===== src/rtl/button_debounce.sv =====
// Two-channel push-button conditioner: 2-flop synchroniser, stability counter, registered level
// plus press/release strobes. Define BUTTON_REPEAT_EN to add hold-to-repeat press strobes.
module button_debounce #(
    parameter int DB_CYCLES    = 1000000,
    parameter int CNT_W        = 20,
    parameter int REPEAT_DELAY = 50000000,
    parameter int REPEAT_RATE  = 10000000
) (
    input  logic       clk_i,
    input  logic       rst_i,
    input  logic       button1_i,
    input  logic       button2_i,
    output logic [1:0] level_o,
    output logic [1:0] press_o,
    output logic [1:0] release_o
);

    localparam logic [CNT_W-1:0] DB_LAST = CNT_W'(DB_CYCLES - 1);

    if (DB_CYCLES < 2) begin : g_bad_db
        $error("button_debounce: DB_CYCLES must be >= 2");
    end
    if (REPEAT_DELAY < 1 || REPEAT_RATE < 1) begin : g_bad_rpt
        $error("button_debounce: REPEAT_DELAY and REPEAT_RATE must be >= 1");
    end

    typedef enum logic [1:0] {
        ST_RELEASED    = 2'd0,
        ST_ARM_PRESS   = 2'd1,
        ST_PRESSED     = 2'd2,
        ST_ARM_RELEASE = 2'd3
    } state_t;

    logic [1:0] raw_s;
    logic [1:0] s1_q;
    logic [1:0] s2_q;

    // Pins are active-low; invert before synchronising so internal logic is active-high.
    assign raw_s = {button2_i, button1_i};

    // Two-flop synchroniser for both channels.
    always_ff @(posedge clk_i or posedge rst_i) begin
        if (rst_i) begin
            s1_q <= 2'b00;
            s2_q <= 2'b00;
        end else begin
            s1_q <= ~raw_s;
            s2_q <= s1_q;
        end
    end

    for (genvar i = 0; i < 2; i++) begin : g_ch
        state_t           state_q, state_d;
        logic [CNT_W-1:0] cnt_q, cnt_d;
        logic             level_q, level_d;
        logic             press_q, press_d, press_edge_s;
        logic             release_q, release_d;
        logic             rpt_fire_s;

        // Stability counter FSM: any agreeing sample while arming returns to the origin state.
        always_comb begin
            state_d      = state_q;
            cnt_d        = {CNT_W{1'b0}};
            level_d      = level_q;
            press_edge_s = 1'b0;
            release_d    = 1'b0;
            case (state_q)
                ST_RELEASED: begin
                    if (s2_q[i]) begin
                        state_d = ST_ARM_PRESS;
                        cnt_d   = cnt_q + CNT_W'(1);
                    end else begin
                        state_d = ST_RELEASED;
                    end
                end
                ST_ARM_PRESS: begin
                    if (!s2_q[i]) begin
                        state_d = ST_RELEASED;
                    end else if (cnt_q == DB_LAST) begin
                        state_d      = ST_PRESSED;
                        level_d      = 1'b1;
                        press_edge_s = 1'b1;
                    end else begin
                        cnt_d = cnt_q + CNT_W'(1);
                    end
                end
                ST_PRESSED: begin
                    if (!s2_q[i]) begin
                        state_d = ST_ARM_RELEASE;
                        cnt_d   = cnt_q + CNT_W'(1);
                    end else begin
                        state_d = ST_PRESSED;
                    end
                end
                ST_ARM_RELEASE: begin
                    if (s2_q[i]) begin
                        state_d = ST_PRESSED;
                    end else if (cnt_q == DB_LAST) begin
                        state_d   = ST_RELEASED;
                        level_d   = 1'b0;
                        release_d = 1'b1;
                    end else begin
                        cnt_d = cnt_q + CNT_W'(1);
                    end
                end
                default: begin
                    state_d = ST_RELEASED;
                    level_d = 1'b0;
                end
            endcase
        end

`ifdef BUTTON_REPEAT_EN
        localparam logic [CNT_W-1:0] DELAY_LAST = CNT_W'(REPEAT_DELAY - 1);
        localparam logic [CNT_W-1:0] RATE_LAST  = CNT_W'(REPEAT_RATE - 1);

        logic [CNT_W-1:0] rpt_cnt_q, rpt_cnt_d;
        logic             rpt_first_q, rpt_first_d;

        // Repeat timer runs only while held; suppressed on the release cycle so strobes never overlap.
        always_comb begin
            rpt_cnt_d   = rpt_cnt_q;
            rpt_first_d = rpt_first_q;
            rpt_fire_s  = 1'b0;
            if (!level_q || release_d) begin
                rpt_cnt_d   = {CNT_W{1'b0}};
                rpt_first_d = 1'b0;
            end else if (rpt_cnt_q == (rpt_first_q ? RATE_LAST : DELAY_LAST)) begin
                rpt_cnt_d   = {CNT_W{1'b0}};
                rpt_first_d = 1'b1;
                rpt_fire_s  = 1'b1;
            end else begin
                rpt_cnt_d = rpt_cnt_q + CNT_W'(1);
            end
        end

        // Repeat timer registers.
        always_ff @(posedge clk_i or posedge rst_i) begin
            if (rst_i) begin
                rpt_cnt_q   <= {CNT_W{1'b0}};
                rpt_first_q <= 1'b0;
            end else begin
                rpt_cnt_q   <= rpt_cnt_d;
                rpt_first_q <= rpt_first_d;
            end
        end
`else
        assign rpt_fire_s = 1'b0;
`endif

        assign press_d = press_edge_s | rpt_fire_s;

        // Channel state and registered outputs.
        always_ff @(posedge clk_i or posedge rst_i) begin
            if (rst_i) begin
                state_q   <= ST_RELEASED;
                cnt_q     <= {CNT_W{1'b0}};
                level_q   <= 1'b0;
                press_q   <= 1'b0;
                release_q <= 1'b0;
            end else begin
                state_q   <= state_d;
                cnt_q     <= cnt_d;
                level_q   <= level_d;
                press_q   <= press_d;
                release_q <= release_d;
            end
        end

        assign level_o[i]   = level_q;
        assign press_o[i]   = press_q;
        assign release_o[i] = release_q;
    end

endmodule


===== config.mk =====
export PLATFORM = sky130hd
export DESIGN_NAME = button_debounce
export DESIGN_NICKNAME = d
export VERILOG_FILES = /design/src/rtl/button_debounce.sv
export SDC_FILE = /design/constraint.sdc
export NUM_CORES = 1
export LEC_CHECK = 0
export CAP_MARGIN = 20
export CORE_MARGIN = 1.5
export CORE_UTILIZATION = 56
export CTS_BUF_LIST = sky130_fd_sc_hd__clkbuf_8
export DETAILED_ROUTE_END_ITERATION = 8
export GPL_TIMING_DRIVEN = 0
export PLACE_DENSITY = 0.74
export REMOVE_ABC_BUFFERS = 1
export SLEW_MARGIN = 20
export SYNTH_ARGS = -nofsm -noshare
export SYNTH_HDL_FRONTEND = slang
export SYNTH_SLANG_ARGS = --single-unit

===== constraint.sdc =====
create_clock -name clk_i -period 4 [get_ports clk_i]
set_clock_uncertainty 0.2 [all_clocks]
set_input_delay 0.8 -clock clk_i [delete_from_list [all_inputs] [get_ports clk_i]]
set_output_delay 0.8 -clock clk_i [all_outputs]
set_load 0.005 [all_outputs]

### After elaboration in Yosys (flattened, before gate mapping)

Index checks and enable logic that the tools add are counted.
Widths: inputs -> output; s select.

* flip-flop bits (word level): 54
* input bits: 4
* logic and storage cells: 89

* add/subtract/negate cells: 2
* equal/unequal tests: 20
* mux-type cells: 46
* bitwise gates (word level): 1
* reduce and logical (&&, ||, !) cells: 8

Operators with widths (number)
* $mux 20: 10
* $pmux 20 s4: 2
* $add 20x1->20 const B: 2
* $eq 20x20->1 const B: 2
* $mux 1: 22
* $mux 2: 8
* $ne 2x2->1 const B: 8
* $pmux 2 s4: 2
* $ne 3x3->1 const B: 4
* $reduce_and 5->1: 2
* $eq 2x2->1 const B: 4
* $eq 2x1->1 const B: 2
* $logic_not 2->1: 2
* $pmux 1 s2: 2
* $reduce_and 2->1: 2
* $reduce_bool 2->1: 2
* $not 2->2: 1

### Longest topological paths before layout

Gate-level depths: netlist (run 1).

* depth in word-level cells: 4
* depth in mapped cells: 6
* gate-level depth less buffers: 5

### Least setup slack after synthesis (run 1)

No wires, ideal clock.

* kind: register to register
* start: reg g_ch[0].cnt_q[0]
* end: reg g_ch[0].cnt_q[18]
* setup time: 0.073 ns
* arrival: 1.733 ns
* data required time: 3.727 ns
* path slack: 1.993 ns
* cell stages (with the launch flop): 6
* path buffers: 0
* period minus slack after synthesis: 2.007 ns
* cell sequence: dfrtp_1 ha_1 nand2_1 or4_4 or3_1 a21oi_2

* cells in the longest elaborated chain, start to end: 4
* elaborated cells between the ends (all ways): 8

Ends and longest elaborated chain
* start: declaration: RTL line 54 `logic [CNT_W-1:0] cnt_q, cnt_d;`
* start signal: assignment: RTL line 157 `cnt_q <= {CNT_W{1'b0}};`
* start signal: assignment: RTL line 163 `cnt_q <= cnt_d;`
* $add 20x1->20 / $eq 20x20->1 (equally long branches)
* $mux 20: RTL line 79, 98
* $mux 20, on equally long branches: RTL line 96, 77
* $pmux 20 s4 *: RTL line 67 `case (state_q)`
* named net g_ch[0].cnt_d[18]: RTL line 54

The timed path passes the listed nets; every way through them passes the cells marked *.
A chain may end at the register's enable or synchronous reset.

### Worst setup path in the final report (run 1)

* start: reg g_ch[1].level_q
* end: out level_o[1]

RTL lines
* start: declaration: RTL line 55 `logic level_q, level_d;`
* start signal: assignment: RTL line 164 `level_q <= level_d;`
* end: declaration: RTL line 13 `output logic [1:0] level_o,`

No word-level cell between the ends.

==> flow_metrics.py, run 1 <==
metrics = {
    "status": {
        "outcome": "complete, no violations",
    },
    "power": {
        "power.density_nw_per_um2": 326,
        "p_total_w": 0.000926,
        "leakagePower_nw": 1.20,
        "p_seq_frac": 0.606,
        "p_sw_w": 0.000216,
        "internal-power_w": 0.000710,
        "p_sw_frac": 0.233,
        "vdd_ir_drop_max_mv": 0.206,
        "combPwrFrac": 0.042,
        "power.share.clock": 0.352,
    },
    "placement": {
        "place.gp.congestion": 0.834,
        "dp_slack_ns": 1.82,
        "dp_hpwl_microns": 3170,
        "numPortBuffers": 9,
        "placed_area_sq_um": 2740,
    },
    "synthesis": {
        "syn_area_sq_um": 2580,
        "ys_seq_area_frac": 0.523,
        "synth_xor_area_frac": 0.0847,
        "ys_warn_count": 0,
        "ys_ff_latch": 54,
        "synth.avg_cell_area_sq_um": 10.2,
        "synth_fa_ha_area_frac": 0.00969,
        "synthMuxAreaShare": 0.00436,
        "synthSimpleGateAreaFrac": 0.259,
        "synth_compound_area_frac": 0.0775,
        "syn_inst": 254,
        "synth_ff_type": "dfrtp_1",
        "synth_top_family_by_area": "simple AND/OR/NAND/NOR gates",
        "async_reset_ff_frac": 1.00,
        "synth_edf_count": 0,
        "synth_cell_type_count": 38,
    },
    "clocking": {
        "cts_tree": "done",
        "htreeDepth": 2,
        "clock_path_buffers": 2,
        "cts.clk_slew.worst_paths_ns": 0.10,
        "clk_latency_ns": 0.31,
        "holdBufCountCts": 0,
        "clock-sinks": 54,
        "cts_resized": 0,
        "post-cts-setup-buffer-count": 0,
        "cts-root-buf": "clkbuf_8",
        "cts-buffers-inserted": 5,
    },
    "worst_setup_path": {
        "critPathKind": "flop to output port",
        "r2r_end": "g_ch[0].cnt_q[13]",
        "ff2ff_path_depth": 5,
        "cp_cell_sequence": "clkdlybuf4s50_1",
        "path_max_fanout": 3,
        "start_kind": "flop",
        "worstSetupEndpointType": "output port",
        "worstReg2RegStart": "g_ch[0].cnt_q[8]",
        "crit_buf_inv": 1,
        "r2r_setup_slack_ns": 1.79,
        "crit_required_ns": 3.00,
        "cp_top_family": "buffers and inverters",
        "crit_path_max_incr_delay_ns": 0.52,
        "arrival_ns": 1.22,
        "slowest_stage": "clkdlybuf4s50_1",
    },
    "route": {
        "drt-initial-drc-count": 126,
        "wire_per_inst_microns": 14.3,
        "antenna_left": 0,
        "vias": 1827,
        "vias_per_cell": 5.80,
        "wl_microns": 4510,
        "drcViolationCount": 0,
        "dr.pass1.iters": 4,
    },
    "flow_run": {
        "maxCapViolations": 0,
    },
    "floorplan": {
        "die_y_microns": 70.9,
        "initial_core_util": 0.589,
        "ios": 10,
        "die-area_sq_um": 5030,
        "rows": 24,
        "core_sq_um": 4380,
        "die_w_microns": 70.9,
    },
    "cells_and_area": {
        "final_area_sq_um": 2840,
        "syn_to_final_growth_pct": 9.73,
        "diodes": 0,
        "num-nets-final": 268,
        "drive_above_1_share": 0.103,
        "final_common_cell": "dfrtp_1",
        "final_cell_mix": "dfrtp_1, nor2_1, xor2_1",
    },
    "global_routing": {
        "antenna_found_initial": 0,
        "grt_max_degree": 36,
        "grt_pass1_vias": 1675,
        "overflow": 0,
        "grt_pass1_wl_microns": 7720,
        "track_usage": 0.199,
    },
    "sta": {
        "maxSlewHeadroom": 0.683,
        "tns_ns": 0,
        "drv_slew": 0,
        "post-route-period-util": 0.554,
        "fmax_mhz": 451,
        "finalHoldViolations": 0,
        "setup_viol": 0,
        "min_period_ns": 2.22,
        "worst_pin_slew_ns": 0.475,
        "grt_setup_unrepaired": "false",
        "worst_slack_ns": 1.78,
    },
    "min_path": {
        "hold_class": "flop to flop",
        "worstHoldStart": "s1_q[0]",
        "min_to": "s2_q[0]",
        "hold_depth": 0,
    },
}
[cell families (layout without fill, tap and decap cells)]
logic type / Yosys count / after routing
adder cells (fa/ha/maj): 2 / 2
AND/OR/NAND/NOR: 116 / 116
flip-flops: 54 / 54
buffers and inverters: 22 / 31
multiplexers: 1 / 1
XOR/XNOR: 25 / 25
AO/OA/AOI/OAI: 34 / 34
[sequential cells by signal, indices dropped and copies added (netlist names), named ones only]
register / count
g_ch.cnt_q: 40
g_ch.level_q: 2
g_ch.state_q: 2
s2_q: 2
s1_q: 2
g_ch.release_q: 2
g_ch.press_q: 2
[cells in the mapped netlist (3+ instances only)]
master | number | area share
nand3_1 | 14 | 0.027
nor4_1 | 3 | 0.0073
o21ai_0 | 14 | 0.027
nand4_1 | 10 | 0.024
nor2_1 | 27 | 0.039
and3_1 | 5 | 0.012
xor2_1 | 17 | 0.058
inv_1 | 11 | 0.016
buf_4 | 6 | 0.017
clkbuf_1 | 3 | 0.0044
nor3_1 | 6 | 0.012
o31ai_1 | 4 | 0.012
a21oi_2 | 3 | 0.010
nor4b_1 | 3 | 0.010
xnor2_1 | 8 | 0.027
a21oi_1 | 10 | 0.019
dfrtp_1 | 54 | 0.52
nand2_1 | 16 | 0.023
and4_1 | 4 | 0.014
or3_1 | 11 | 0.027
[layer usage]
metal / vias to the layer above / share of wire / global-route usage
met5: - / 0 / 0
met4: 0 / 0.014 / 0.0755
met3: 5 / 0.044 / 0.0655
met2: 28 / 0.43 / 0.280
met1: 890 / 0.51 / 0.290
li1: 904 / - / -
[how the worst max path moves through the flow]
stage | from | endpoint | slack (ns) | cells after the start
final | g_ch[1].level_q | level_o[1] | 1.78 | 1
after global routing | g_ch[0].cnt_q[8] | g_ch[0].cnt_q[13] | 1.68 | 5
after CTS | g_ch[1].level_q | level_o[1] | 1.77 | 1
after detailed placement | g_ch[0].cnt_q[8] | flop | 1.82 | 4
after global placement | g_ch[0].cnt_q[8] | g_ch[0].cnt_q[5] | 0.43 | 4
after floorplan | g_ch[0].cnt_q[8] | g_ch[0].cnt_q[10] | 1.27 | 4
[cell type report]
cell class / count / area, sq um
clock buffers: 6 / 82.6
clock inverters: 2 / 16.3
fillers: 356 / 1550
inverters: 11 / 41.3
multi-input cells: 178 / 1140
flip-flops and latches: 54 / 1350
well taps: 52 / 65.1
repair buffers: 12 / 136
[metrics by stage]
step           hold WS [ns]  std cells   util
2_1_floorplan         0.131        243      -
3_3_place_gp          0.131        304  0.610
3_5_place_dp          0.140        307  0.624
4_1_cts               0.164        315  0.647
5_1_grt               0.179        315  0.647
6_report              0.162        315  0.647
[power by group through the flow]
stage	Clock, W	Sequential, W	Combinational, W
2_1_floorplan	0	0.000570	0.0000230
3_3_place_gp	0	0.000572	0.0000332
3_5_place_dp	0	0.000572	0.0000397
4_1_cts	0.000338	0.000561	0.0000402
5_1_grt	0.000359	0.000563	0.0000443
6_report	0.000326	0.000561	0.0000387
Note: power is estimated with default switching activity, not from simulation.
==> run 2, diff against run 1 <==
clock period = 2.32 ns   (was 4 ns; I/O delays follow)
==> run 2 against run 1 <==
  * First-iteration DRC count grew 4.8%
  * Global-route usage is the same
  * Setup slack lost 1.7 ns
  * Clock power grew 72%
  * Sequential cell count is the same
  * Non-clock buffer count is the same
  * Sequential power grew 73%
  * Critical path type is now flop to flop
==> flow_metrics.py, run 2 (synthesized netlist as in run 1, its figures left out) <==
metrics = {
    "clocking": {
        "cts_tree": "done",
        "cts-buffers-inserted": 5,
        "cts-root-buf": "clkbuf_8",
        "holdBufCountCts": 0,
        "cts.clk_slew.worst_paths_ns": 0.10,
        "cts_resized": 0,
        "clk_latency_ns": 0.31,
        "clock-sinks": 54,
        "htreeDepth": 2,
        "post-cts-setup-buffer-count": 0,
        "clock_path_buffers": 2,
    },
    "worst_setup_path": {
        "path_max_fanout": 5,
        "crit_path_max_incr_delay_ns": 0.50,
        "slowest_stage": "or3_1",
        "cp_top_family": "simple AND/OR/NAND/NOR gates",
        "crit_buf_inv": 0,
        "arrival_ns": 2.22,
        "start_kind": "flop",
        "worstSetupEndpointType": "flop",
        "crit_required_ns": 2.33,
        "critPathKind": "flop to flop",
        "cp_cell_sequence": "nor4b_1, nand4_1, or3_1, mux2_2",
    },
    "floorplan": {
        "die-area_sq_um": 5030,
        "die_y_microns": 70.9,
        "ios": 10,
        "rows": 24,
        "die_w_microns": 70.9,
        "core_sq_um": 4380,
        "initial_core_util": 0.589,
    },
    "cells_and_area": {
        "diodes": 0,
        "finish.utilization": 0.647,
        "syn_to_final_growth_pct": 9.73,
        "num-nets-final": 268,
        "regMostFlops": "g_ch.cnt_q",
        "final_area_sq_um": 2840,
        "largest_reg_flops": 40,
        "final_cell_mix": "dfrtp_1, nor2_1, xor2_1",
        "final_common_cell": "dfrtp_1",
        "drive_above_1_share": 0.103,
        "final_cells": 315,
    },
    "placement": {
        "dp_hpwl_microns": 3170,
        "place.gp.congestion": 0.834,
        "numPortBuffers": 9,
        "dp_slack_ns": 0.142,
        "place_inst": 307,
        "placed_area_sq_um": 2740,
    },
    "sta": {
        "fmax_mhz": 453,
        "grt_setup_unrepaired": "false",
        "maxSlewHeadroom": 0.683,
        "worst_pin_slew_ns": 0.476,
        "drv_slew": 0,
        "setup_viol": 0,
        "post-route-period-util": 0.952,
        "worst_slack_ns": 0.112,
        "finalHoldViolations": 0,
        "min_period_ns": 2.21,
    },
    "global_routing": {
        "grt_max_degree": 36,
        "track_usage": 0.199,
        "antenna_found_initial": 0,
        "grt_pass1_wl_microns": 7720,
        "overflow": 0,
        "grt_pass1_vias": 1675,
    },
    "route": {
        "vias": 1826,
        "dr.pass1.iters": 4,
        "vias_per_cell": 5.80,
        "drcViolationCount": 0,
        "drt-initial-drc-count": 132,
        "wire_per_inst_microns": 14.3,
        "wl_microns": 4510,
        "antenna_left": 0,
    },
    "flow_run": {
        "maxCapViolations": 0,
    },
    "power": {
        "power.share.clock": 0.352,
        "p_sw_frac": 0.233,
        "internal-power_w": 0.00122,
        "leakagePower_nw": 1.20,
        "power.density_nw_per_um2": 563,
        "p_seq_frac": 0.606,
        "vdd_ir_drop_max_mv": 0.356,
        "combPwrFrac": 0.042,
        "p_sw_w": 0.000372,
    },
    "status": {
        "outcome": "complete, no violations",
    },
    "min_path": {
        "hold_class": "flop to flop",
    },
}
## run 2: final timing paths
| kind | depth (start not counted) | slack (ns) | end | start |
|---|---|---|---|---|
| worst max-delay path | 4 | 0.11 | flop | g_ch[0].cnt_q[8] |
| worst min-delay path | 0 | 0.16 | s2_q[0] | s1_q[0] |
| worst max register to register | 4 | 0.11 | flop | g_ch[0].cnt_q[8] |
| worst min register to register | 0 | 0.16 | s2_q[0] | s1_q[0] |
| max in group asynchronous | 3 | 1.12 | g_ch[0].cnt_q[10] | rst_i |
| min in group asynchronous | 2 | 0.27 | g_ch[1].cnt_q[18] | rst_i |
## run 2: power by group through the flow
stage / clock [W] / sequential [W] / combinational [W]
floorplan: 0 / 0.000983 / 0.0000397
global placement: 0 / 0.000985 / 0.0000572
detailed placement: 0 / 0.000986 / 0.0000685
CTS: 0.000582 / 0.000968 / 0.0000694
global route: 0.000620 / 0.000970 / 0.0000765
finish: 0.000561 / 0.000968 / 0.0000668
## run 2: stage by stage
stage	total power [W]	TNS (ns)	hold WS, ns
5_1_grt	0.00167	0	0.179
6_report	0.00160	0	0.162
2_1_floorplan	0.00102	-10.52	0.131
3_5_place_dp	0.00105	0	0.140
3_3_place_gp	0.00104	-76.16	0.131
4_1_cts	0.00162	0	0.164
## run 2: area by class of cell
| cell class | count | area [sq um] |
|---|---|---|
| clock buffer | 6 | 82.6 |
| clock inverter | 2 | 16.3 |
| fill | 356 | 1550 |
| inverter | 11 | 41.3 |
| multi-input combinational | 178 | 1140 |
| sequential | 54 | 1350 |
| tap | 52 | 65.1 |
| timing repair buffer | 12 | 136 |
## run 2: routing by layer
layer  routed length [microns]  GRT usage
met3                       197     0.0655
met2                      1940      0.280
met1                      2310      0.290
met5                         0          0
met4                        63     0.0755
